### src/rtl/c17_bist_ctrl.sv
// BIST wrapper for the c17 netlist: a 5-bit LFSR drives the netlist inputs,
// and a 16-bit MISR compacts the outputs into a signature that is checked against a golden value.
module c17_bist_ctrl #(
   parameter int unsigned NUM_PATTERNS  = 31,
   parameter int unsigned SETTLE_CYCLES = 12,
   parameter logic [4:0]  LFSR_SEED     = 5'b00001,
   parameter logic [15:0] GOLDEN_SIG    = 16'h0000
) (
   input  logic        clk,
   input  logic        rst,
   input  logic        start,
   output logic [4:0]  pi_out,
   input  logic [1:0]  po_in,
   output logic        busy,
   output logic        done,
   output logic        pass,
   output logic [15:0] signature,
   output logic [4:0]  pattern_cnt
);

   localparam int unsigned CNT_W       = (SETTLE_CYCLES < 2) ? 1 : $clog2(SETTLE_CYCLES);
   localparam logic [CNT_W-1:0] SETTLE_LAST = CNT_W'(SETTLE_CYCLES - 1);
   localparam logic [4:0]  LAST_PAT    = 5'(NUM_PATTERNS);
   // The LFSR locks up at zero, so a zero seed is replaced with 1.
   localparam logic [4:0]  SEED_EFF    = (LFSR_SEED == 5'd0) ? 5'd1 : LFSR_SEED;

   typedef enum logic [1:0] {IDLE, SETTLE, CAPTURE, DONE} state_t;

   state_t             state;
   logic [CNT_W-1:0]   settle_cnt;
   logic [15:0]        misr_next;

   // MISR polynomial taps 15,14,12,3; the netlist outputs are folded into the low two bits.
   function automatic logic [15:0] misr_step(input logic [15:0] m, input logic [1:0] po);
      logic fb;
      fb = m[15] ^ m[14] ^ m[12] ^ m[3];
      return {m[14:0], fb} ^ {14'b0, po};
   endfunction

   function automatic logic [4:0] lfsr_step(input logic [4:0] l);
      return {l[3:0], l[4] ^ l[2]};
   endfunction

   assign misr_next = misr_step(signature, po_in);

   always_ff @(posedge clk) begin
      if (rst) begin
         state       <= IDLE;
         pi_out      <= '0;
         busy        <= 1'b0;
         done        <= 1'b0;
         pass        <= 1'b0;
         signature   <= '0;
         pattern_cnt <= '0;
         settle_cnt  <= '0;
      end else begin
         case (state)
            IDLE, DONE: begin
               if (start) begin
                  pi_out      <= SEED_EFF;
                  signature   <= '0;
                  pattern_cnt <= '0;
                  settle_cnt  <= '0;
                  done        <= 1'b0;
                  pass        <= 1'b0;
                  busy        <= 1'b1;
                  state       <= SETTLE;
               end
            end
            SETTLE: begin
               settle_cnt <= settle_cnt + 1'b1;
               if (settle_cnt == SETTLE_LAST) begin
                  state <= CAPTURE;
               end
            end
            CAPTURE: begin
               signature   <= misr_next;
               pattern_cnt <= pattern_cnt + 5'd1;
               if (pattern_cnt + 5'd1 == LAST_PAT) begin
                  done  <= 1'b1;
                  pass  <= (misr_next == GOLDEN_SIG);
                  busy  <= 1'b0;
                  state <= DONE;
               end else begin
                  pi_out     <= lfsr_step(pi_out);
                  settle_cnt <= '0;
                  state      <= SETTLE;
               end
            end
            default: state <= IDLE;
         endcase
      end
   end

endmodule

### config.mk
export PLATFORM = sky130hd
export DESIGN_NAME = c17_bist_ctrl
export DESIGN_NICKNAME = d
export VERILOG_FILES = /design/src/rtl/c17_bist_ctrl.sv
export SDC_FILE = /design/constraint.sdc
export NUM_CORES = 1
export LEC_CHECK = 0
export BUFFER_PORTS_ARGS = -buffer_cell sky130_fd_sc_hd__buf_2
export CELL_PAD_IN_SITES_DETAIL_PLACEMENT = 1
export CELL_PAD_IN_SITES_GLOBAL_PLACEMENT = 2
export CORE_MARGIN = 2
export CORE_UTILIZATION = 35
export CTS_CLUSTER_SIZE = 25
export DETAILED_ROUTE_END_ITERATION = 12
export GPL_ROUTABILITY_DRIVEN = 0
export HOLD_SLACK_MARGIN = 0.02
export PLACE_DENSITY_LB_ADDON = 0.15
export REMOVE_ABC_BUFFERS = 1
export SLEW_MARGIN = 15
export SYNTH_ARGS = -nofsm -noshare
export SYNTH_HDL_FRONTEND = slang
export SYNTH_SLANG_ARGS = --single-unit
export TNS_END_PERCENT = 50
### constraint.sdc
create_clock -name clk -period 3.4 [get_ports clk]
set_input_delay 0.17 -clock clk [delete_from_list [all_inputs] [get_ports clk]]
set_output_delay 0.17 -clock clk [all_outputs]
set_load 0.1 [all_outputs]
==> results of run 1 <==
## stage by stage
stage	util, %	instance area, sq um
after floorplan	-	1590
after global placement	41.2	1830
after detailed placement	41.2	1830
after CTS	43.2	1920
after global routing	43.2	1920
final	43.2	1920
## cell families after synthesis
logic type	share of synthesized area [%]
adder cells (fa/ha/maj)	4.59
AND/OR/NAND/NOR	18.7
flip-flops	42.8
multiplexers	2.45
AO/OA/AOI/OAI	22.5
buffers and inverters	4.82
XOR/XNOR	4.21
## area by class of cell
type	count	area [sq um]
inverters	8	30.0
fillers	533	2530
well taps	52	65.1
clock inverters	2	12.5
flip-flops and latches	35	701
repair buffers	35	180
clock buffers	6	72.6
multi-input cells	121	857
## sequential cells by signal (all words and copies together) (netlist names)
name	cells
signature	16
pattern_cnt	5
pi_out	5
settle_cnt	4
state	2
busy	1
done	1
pass	1
## critical path: stages, from the launching register on
cell	delay, ns
dfxtp_1	0.39
inv_1	0.07
ha_1	0.41
or2_2	0.40
a21oi_2	0.63
nand2_1	0.14
o31ai_1	0.11
## worst max-delay path by stage
stage	from	end	slack [ns]	depth (start not counted)
after detailed placement	state[0]$_SDFFE_PP0P_	signature[9]$_SDFFE_PP0P_	1.18	5
final	state[0]$_SDFFE_PP0P_	signature[1]$_SDFFE_PP0P_	1.15	6
after CTS	state[0]$_SDFFE_PP0P_	signature[1]$_SDFFE_PP0P_	1.16	6
after global placement	state[0]$_SDFFE_PP0P_	signature[9]$_SDFFE_PP0P_	1.32	5
after global routing	state[0]$_SDFFE_PP0P_	signature[1]$_SDFFE_PP0P_	0.96	6
after floorplan	pattern_cnt[1]$_SDFFE_PP0P_	settle_cnt[2]$_SDFFE_PP0P_	0.94	5
## metal layers
layer,GRT usage [%],share of wire (%),vias up
met1,22.5,47,682
met4,5.76,1.3,0
met3,4.03,3.0,6
met2,29.0,48,31
met5,0,0,-
li1,-,-,700
## cell usage in the layout (no fill, tap or decap), drive strengths merged, types with 2 or more instances in the layout
| cell | n |
|---|---|
| nor3 | 6 |
| nand2 | 16 |
| mux2i | 4 |
| a32o | 3 |
| and2 | 3 |
| nand2b | 2 |
| clkbuf | 6 |
| buf | 35 |
| nor3b | 2 |
| dfxtp | 35 |
| nor4 | 3 |
| inv | 8 |
| xnor2 | 6 |
| o21ai | 6 |
| o31ai | 2 |
| a22o | 15 |
| or4 | 2 |
| nor2 | 4 |
| a21oi | 15 |
| a211oi | 2 |
| ha | 6 |
| nand3 | 9 |
## power by group through the flow
stage	logic (mW)	registers (mW)	clock network [mW]
2_1_floorplan	0.145	0.491	0
3_3_place_gp	0.246	0.445	0
3_5_place_dp	0.253	0.447	0
4_1_cts	0.255	0.437	0.303
5_1_grt	0.283	0.439	0.328
6_report	0.254	0.437	0.293
==> flow_metrics.env, run 1 <==
export IMPL_outcome="completed"
export IMPL_cts_resized=0
export IMPL_stdcell_count=259
export IMPL_drc_errors=0
export IMPL_drt_pass1_iterations=4
export IMPL_post_drt_via_cell_ratio=5.48
export IMPL_setup_tns_ns=0
export IMPL_synth_top_cell_area_share_pct=42.8
export IMPL_clock_latency_ns=0.28
export IMPL_core_sq_um=4440
export IMPL_switching_share_pct=34.9
export IMPL_seq_power_share_pct=44.4
export IMPL_fp_row_count=24
export IMPL_postCtsSetupRepairBufs=0
export IMPL_critical_path_endpoint_type="flop"
export IMPL_cts_root_buffer="clkbuf_8"
export IMPL_antenna_found_initial=0
export IMPL_p_switching_uw=343
export IMPL_rr_startpoint="state[0]$_SDFFE_PP0P_"
export IMPL_hpwl_um=3040
export IMPL_diodes=0
export IMPL_grt_max_degree=19
export IMPL_drt_initial_drc_count=48
export IMPL_critPathKind="flop to flop"
export IMPL_grt_overflow_total=0
export IMPL_critPathLaunchType="flop"
export IMPL_grt_pass1_wl_um=7200
export IMPL_cap_violations=0
export IMPL_r2r_cells=6
export IMPL_ys_async_sr_fraction_pct=0
export IMPL_htreeDepth=2
export IMPL_cts_max_path_buffers=2
export IMPL_cts_num_sinks=35
export IMPL_area_growth_pct=17.2
export IMPL_via_count=1419
export IMPL_fmax_mhz=445
export IMPL_grt_pass1_vias=1472
export IMPL_whs_ns=0.238
export IMPL_p_per_area_nw_per_um2=513
export IMPL_ys_seq_area_share_pct=42.8
export IMPL_rsz0062_at_grt="no"
export IMPL_crit_arrival_ns=2.43
export IMPL_setup_viol=0
export IMPL_yosysMostFrequentCell="dfxtp_1"
export IMPL_cts_buffers=5
export IMPL_p_clk_share_pct=29.8
export IMPL_wl_um=4160
export IMPL_hold_buffers=0
export IMPL_hold_end="signature[1]$_SDFFE_PP0P_"
export IMPL_ys_ff_latch=35
export IMPL_post_route_period_util_pct=66.1
export IMPL_cts_tree="done"
export IMPL_synth_edf_count=0
export IMPL_synth_ff_type="dfxtp_1"
export IMPL_yosysTopAreaCell="dfxtp_1"
export IMPL_fin_nets=217
export IMPL_tightest_slew_ns=0.798
export IMPL_ff2ff_setup_slack_ns=1.15
export IMPL_ys_top_cells_by_count="35 x dfxtp_1, 16 x nand2_1, 15 x a22o_1, 14 x a21oi_1, 9 x nand3_1"
export IMPL_synth_area_leaders="dfxtp_1 43%, a22o_1 8.0%, ha_1 4.6%"
export IMPL_drive_gt1_share_pct=25.1
export IMPL_placedCellCount=251
export IMPL_dieArea_sq_um=5240
export IMPL_slew_headroom_pct=46.8
export IMPL_finClkSkew_ns=0.00936
export IMPL_r2r_end="signature[1]$_SDFFE_PP0P_"
export IMPL_power_leakage_nw=0.797
export IMPL_place_port_buffers=33
export IMPL_track_usage_pct=17.5
export IMPL_holdPathStages=3
export IMPL_die_x_um=72.4
export IMPL_synth_cell_types=45
export IMPL_wire_per_inst_um=16.1
export IMPL_p_int_uw=640
export IMPL_syn_inst=174
export IMPL_cp_required_ns=3.58
export IMPL_start_util_pct=36.8
export IMPL_combinationalPowerShare_pct=25.8
export IMPL_fin_ws_ns=1.15
export IMPL_clk_pin_slew_ns=0.07
export IMPL_die_h_um=72.4
export IMPL_hp_class="primary input to flop"
export IMPL_postRouteAntennaNets=0
export IMPL_fin_crit_ns=2.25
export IMPL_total_power_uw=984
export IMPL_num_io_pins=34
export IMPL_peakVddDrop_v=0.000264
export IMPL_pre_cts_ws_ns=1.18
export IMPL_avgSynthCellArea_sq_um=9.41
export IMPL_hold_violations=0
export IMPL_yosysWarnings=0
export IMPL_hp_start="po_in[1]"
export IMPL_syn_area_sq_um=1640
export IMPL_critPathMaxFanout=17
export IMPL_timing_max_transition_violations_final=0
No activity file was read; power rests on OpenSTA's default activity.
==> run 2, diff against run 1 <==
- ABC_AREA: not set -> 1
- CORE_UTILIZATION: 35 -> 31
- clock period: 3.4 -> 2.2 ns (I/O delays scaled with it)
==> flow_metrics.env, run 2 <==
export IMPL_outcome="completed"
export IMPL_grt_max_degree=26
export IMPL_critPathLaunch="state[0]$_SDFFE_PP0P_"
export IMPL_yosysWarnings=0
export IMPL_ys_async_sr_fraction_pct=0
export IMPL_htreeDepth=2
export IMPL_post_route_period_util_pct=77.6
export IMPL_yosysTopAreaCell="dfxtp_1"
export IMPL_via_count=1515
export IMPL_clock_latency_ns=0.29
export IMPL_rr_startpoint="state[0]$_SDFFE_PP0P_"
export IMPL_r2r_cells=9
export IMPL_peakVddDrop_v=0.000331
export IMPL_power_leakage_nw=0.868
export IMPL_multi_input_area_sq_um=871
export IMPL_postCtsSetupRepairBufs=0
export IMPL_ff2ff_setup_slack_ns=0.49
export IMPL_p_clk_share_pct=35.6
export IMPL_drive_gt1_share_pct=27.0
export IMPL_cts_buffers=5
export IMPL_seq_power_share_pct=39.9
export IMPL_die_h_um=79.1
export IMPL_r2r_end="signature[6]$_SDFFE_PP0P_"
export IMPL_synth_area_leaders="dfxtp_1 40%, nand2_1 8.6%, o32ai_1 6.5%"
export IMPL_ys_ff_latch=35
export IMPL_cts_max_path_buffers=2
export IMPL_track_usage_pct=14.1
export IMPL_fp_row_count=27
export IMPL_diodes=0
export IMPL_combinationalPowerShare_pct=24.6
export IMPL_grt_pass1_vias=1443
export IMPL_critPathCapture="signature[6]$_SDFFE_PP0P_"
export IMPL_fin_util_pct=38.2
export IMPL_setup_viol=0
export IMPL_ys_top_cells_by_count="40 x nand2_1, 35 x dfxtp_1, 30 x inv_1, 15 x nor2_1, 13 x o32ai_1"
export IMPL_synth_ff_type="dfxtp_1"
export IMPL_grt_pass1_wl_um=6910
export IMPL_fillers=714
export IMPL_ys_seq_area_share_pct=40.1
export IMPL_timing_max_transition_violations_final=0
export IMPL_synth_edf_count=0
export IMPL_post_drt_via_cell_ratio=4.68
export IMPL_syn_inst=216
export IMPL_cap_violations=0
export IMPL_avgSynthCellArea_sq_um=8.09
export IMPL_layout_common_cells="40 x nand2_1, 35 x dfxtp_1, 33 x buf_2"
export IMPL_p_int_mw=1.12
export IMPL_antenna_found_initial=0
export IMPL_drc_errors=0
export IMPL_critical_path_endpoint_type="flop"
export IMPL_num_io_pins=34
export IMPL_cp_required_ns=2.36
export IMPL_hold_violations=0
export IMPL_finClkSkew_ns=0.00353
export IMPL_top_register="signature"
export IMPL_place_port_buffers=33
export IMPL_dieArea_sq_um=6250
export IMPL_critPathLaunchType="flop"
export IMPL_crit_arrival_ns=1.87
export IMPL_cts_resized=0
export IMPL_hp_class="primary input to flop"
export IMPL_clk_pin_slew_ns=0.07
export IMPL_total_power_mw=1.70
export IMPL_fin_nets=262
export IMPL_drt_pass1_iterations=4
export IMPL_syn_area_sq_um=1750
export IMPL_yosysMostFrequentCell="nand2_1"
export IMPL_hpwl_um=3080
export IMPL_start_util_pct=31.9
export IMPL_p_per_area_nw_per_um2=812
export IMPL_core_sq_um=5470
export IMPL_cts_root_buffer="clkbuf_8"
export IMPL_wl_um=4190
export IMPL_synth_cell_types=30
export IMPL_drt_initial_drc_count=29
export IMPL_die_x_um=79.1
export IMPL_regArea_sq_um=701
export IMPL_placedCellCount=316
export IMPL_postRouteAntennaNets=0
export IMPL_cts_tree="done"
export IMPL_final_common_cell="nand2_1"
export IMPL_tightest_slew_ns=0.494
export IMPL_critPathKind="flop to flop"
export IMPL_area_growth_pct=19.7
export IMPL_grt_overflow_total=0
export IMPL_fmax_mhz=586
export IMPL_largest_register_ffs=16
export IMPL_switching_share_pct=33.9
export IMPL_rsz0062_at_grt="no"
export IMPL_fin_crit_ns=1.71
export IMPL_slew_headroom_pct=67.3
export IMPL_critPathMaxFanout=14
export IMPL_reg_top3="signature: 16 flops, pattern_cnt: 5 flops, pi_out: 5 flops"
export IMPL_p_switching_uw=575
export IMPL_wire_per_inst_um=12.9
export IMPL_setup_tns_ns=0
export IMPL_hold_buffers=0
export IMPL_synth_top_cell_area_share_pct=40.1
export IMPL_stdcell_count=324
export IMPL_cts_num_sinks=35
[run 2: cell count changes after synthesis, sizes merged, moves of 4 or more]
cell,delta
nor3,-6
a22o,-15
o32ai,+12
nand3,+8
nand2,+30
xnor2,-4
nand4,+5
nor2,+15
inv,+27
mux2i,-4
[run 2: logic make-up (layout without fill, tap and decap cells)]
family	after synthesis	after routing	synth area share [%]
and+or+nand+nor	91	91	27.7
buffers and inverters	42	78	10.0
AOI/OAI and AO/OA	38	38	15.9
DFF	35	35	40.1
adders and majority gates	6	6	4.30
xor gates and xnor gates	4	4	2.01
[run 2: power by group through the flow]
stage / logic (mW) / registers (mW) / clock network [mW]
after floorplan: 0.225 / 0.777 / 0
after global placement: 0.424 / 0.692 / 0
after detailed placement: 0.420 / 0.692 / 0
after CTS: 0.421 / 0.677 / 0.629
after global routing: 0.461 / 0.681 / 0.662
final: 0.417 / 0.677 / 0.604
[run 2: worst max-delay path, stage by stage, from the launching register on]
cell     delay (ns)
dfxtp_1        0.36
inv_1          0.07
ha_1           0.31
inv_2          0.07
nor2_4         0.19
nor2_8         0.07
inv_2          0.10
nor2_2         0.05
inv_2          0.23
o32ai_1        0.13
[run 2: cell type report]
type	instances	share of cell area, %
Clock inverter	2	1.68
Tap cell	72	4.31
Clock buffer	6	3.95
Inverter	35	6.28
Sequential cell	35	33.5
Timing Repair Buffer	35	8.62
Multi-Input combinational cell	139	41.7
[run 2: worst min-delay path by stage]
stage	from	endpoint	slack, ns	cells after the start
floorplan	rst	settle_cnt[1]$_SDFFE_PP0P_	0.17	1
global placement	po_in[1]	signature[1]$_SDFFE_PP0P_	0.44	3
detailed placement	po_in[1]	signature[1]$_SDFFE_PP0P_	0.43	3
CTS	po_in[1]	signature[1]$_SDFFE_PP0P_	0.14	3
global route	po_in[1]	signature[1]$_SDFFE_PP0P_	0.18	3
finish	po_in[1]	signature[1]$_SDFFE_PP0P_	0.15	3
[run 2: routing by layer]
metal	global-route usage, %	vias to the layer above	wire, um
li1	-	782	-
met1	19.1	703	2150
met2	21.9	24	1830
met3	3.75	6	160
met4	4.66	0	53
met5	0	-	0
[run 2: through the flow]
stage | area [sq um] | worst slack (ns) | hold WS [ns]
6_report | 2090 | 0.493 | 0.151
2_1_floorplan | 1700 | -0.0331 | 0.172
5_1_grt | 2090 | 0.332 | 0.183
4_1_cts | 2090 | 0.469 | 0.136
3_3_place_gp | 1970 | 0.476 | 0.438
3_5_place_dp | 1970 | 0.476 | 0.433
==> run 3, diff against run 2 <==
- clock period: 2.2 -> 1.65 ns (I/O delays scaled with it)
==> flow_metrics.env, run 3 (synthesized netlist as in run 2, its figures left out) <==
export IMPL_grt_pass1_vias=1506
export IMPL_grt_overflow_total=0
export IMPL_clock_latency_ns=0.29
export IMPL_area_growth_pct=23.6
export IMPL_rsz0062_at_grt="yes"
export IMPL_post_route_period_util_pct=96.4
export IMPL_p_int_mw=1.55
export IMPL_fin_nets=268
export IMPL_fin_crit_ns=1.59
export IMPL_power_leakage_nw=0.904
export IMPL_reg_top3="signature: 16 flops, pattern_cnt: 5 flops, pi_out: 5 flops"
export IMPL_seq_power_share_pct=38.6
export IMPL_slew_headroom_pct=67.4
export IMPL_top_register="signature"
export IMPL_setup_viol=0
export IMPL_cts_tree="done"
export IMPL_largest_register_ffs=16
export IMPL_finClkSkew_ns=0.00581
export IMPL_stdcell_count=330
export IMPL_cts_num_sinks=35
export IMPL_critPathLaunch="state[0]$_SDFFE_PP0P_"
export IMPL_dieArea_sq_um=6250
export IMPL_hpwl_um=3170
export IMPL_place_port_buffers=33
export IMPL_drc_errors=0
export IMPL_die_h_um=79.1
export IMPL_num_io_pins=34
export IMPL_hp_class="primary input to flop"
export IMPL_critPathMaxFanout=7
export IMPL_wl_um=4290
export IMPL_fp_row_count=27
export IMPL_core_sq_um=5470
export IMPL_track_usage_pct=14.6
export IMPL_p_per_area_nw_per_um2=1080
export IMPL_fmax_mhz=629
export IMPL_crit_arrival_ns=1.80
export IMPL_cts_buffers=5
export IMPL_final_common_cell="nand2_1"
export IMPL_critPathLaunchType="flop"
export IMPL_antenna_found_initial=0
export IMPL_drt_pass1_iterations=4
export IMPL_grt_pass1_wl_um=7150
export IMPL_outcome="completed"
export IMPL_critical_path_endpoint_type="flop"
export IMPL_critPathKind="flop to flop"
export IMPL_cap_violations=0
export IMPL_cts_max_path_buffers=2
export IMPL_post_drt_via_cell_ratio=4.69
export IMPL_drt_initial_drc_count=43
export IMPL_layout_common_cells="40 x nand2_1, 34 x dfxtp_1, 33 x buf_2"
export IMPL_rr_startpoint="state[0]$_SDFFE_PP0P_"
export IMPL_clk_pin_slew_ns=0.07
export IMPL_postRouteAntennaNets=0
export IMPL_r2r_cells=8
export IMPL_wire_per_inst_um=13.0
export IMPL_via_count=1548
export IMPL_hold_violations=0
export IMPL_whs_ns=0.0935
export IMPL_total_power_mw=2.34
export IMPL_holdPathStages=2
export IMPL_peakVddDrop_v=0.000436
export IMPL_diodes=0
export IMPL_die_x_um=79.1
export IMPL_hp_start="rst"
export IMPL_cts_root_buffer="clkbuf_8"
export IMPL_grt_max_degree=20
export IMPL_p_switching_uw=790
export IMPL_switching_share_pct=33.8
export IMPL_placedCellCount=321
export IMPL_setup_tns_ns=0
export IMPL_cp_required_ns=1.86
export IMPL_combinationalPowerShare_pct=26.7
export IMPL_p_clk_share_pct=34.7
export IMPL_htreeDepth=2
export IMPL_start_util_pct=31.9
export IMPL_drive_gt1_share_pct=29.8
export IMPL_timing_max_transition_violations_final=0
export IMPL_tightest_slew_ns=0.492
==> run 3: power groups by stage <==
stage	Clock [mW]	Combinational, mW	Sequential [mW]
6_report	0.813	0.624	0.902
4_1_cts	0.839	0.601	0.901
3_3_place_gp	0	0.591	0.921
3_5_place_dp	0	0.597	0.920
2_1_floorplan	0	0.300	1.04
5_1_grt	0.873	0.686	0.908
==> run 3: through the flow <==
stage	util [%]	setup slack, ns	cell area, sq um
global route	39.4	-0.0524	2160
global placement	36.7	0.0340	2010
floorplan	-	-0.583	1700
detailed placement	36.7	0.0128	2010
CTS	38.9	-0.00739	2130
finish	39.4	0.0597	2160
==> run 3: worst paths after layout <==
path | slack (ns) | end
max | 0.06 | state[0]$_SDFFE_PP0P_
min | 0.09 | settle_cnt[3]$_SDFFE_PP0P_
max reg2reg | 0.06 | state[0]$_SDFFE_PP0P_
min reg2reg | 0.46 | done$_SDFFE_PP0P_
==> run 3: metal layers <==
layer	routed length (um)	global-route usage, %	vias to the layer above	part of all wire [%]
met5	0	0	-	0
met4	55	5.17	0	1.3
met3	163	2.95	6	3.8
met2	1910	22.7	32	45
met1	2150	20.1	713	50
li1	-	-	797	-
==> run 3: area by class of cell <==
type	instances	area, sq um
flip-flops and latches	35	702
clock buffers	6	82.6
repair buffers	41	229
fillers	686	3310
clock inverters	2	35.0
inverters	35	136
multi-input cells	139	883
well taps	72	90.1
==> run 3: worst max-delay path, cell delays in order (launching register included) <==
cell	delay [ns]
dfxtp_2	0.34
inv_1	0.05
ha_1	0.30
inv_2	0.05
nor2_4	0.19
inv_1	0.20
nand2_1	0.15
o21ai_0	0.09
a21oi_1	0.14
==> run 3: repair_timing <==
| item | CTS | global route |
|---|---|---|
| buffers inserted | 0 | 1 |
| hold buffers | 0 | 0 |
| endpoints found under the hold margin | 0 | 0 |
| gates cloned | 0 | 0 |
| gates resized for setup | 0 | 6 |
| pin swaps | 0 | 1 |
| setup endpoints to repair | 1 | 26 |
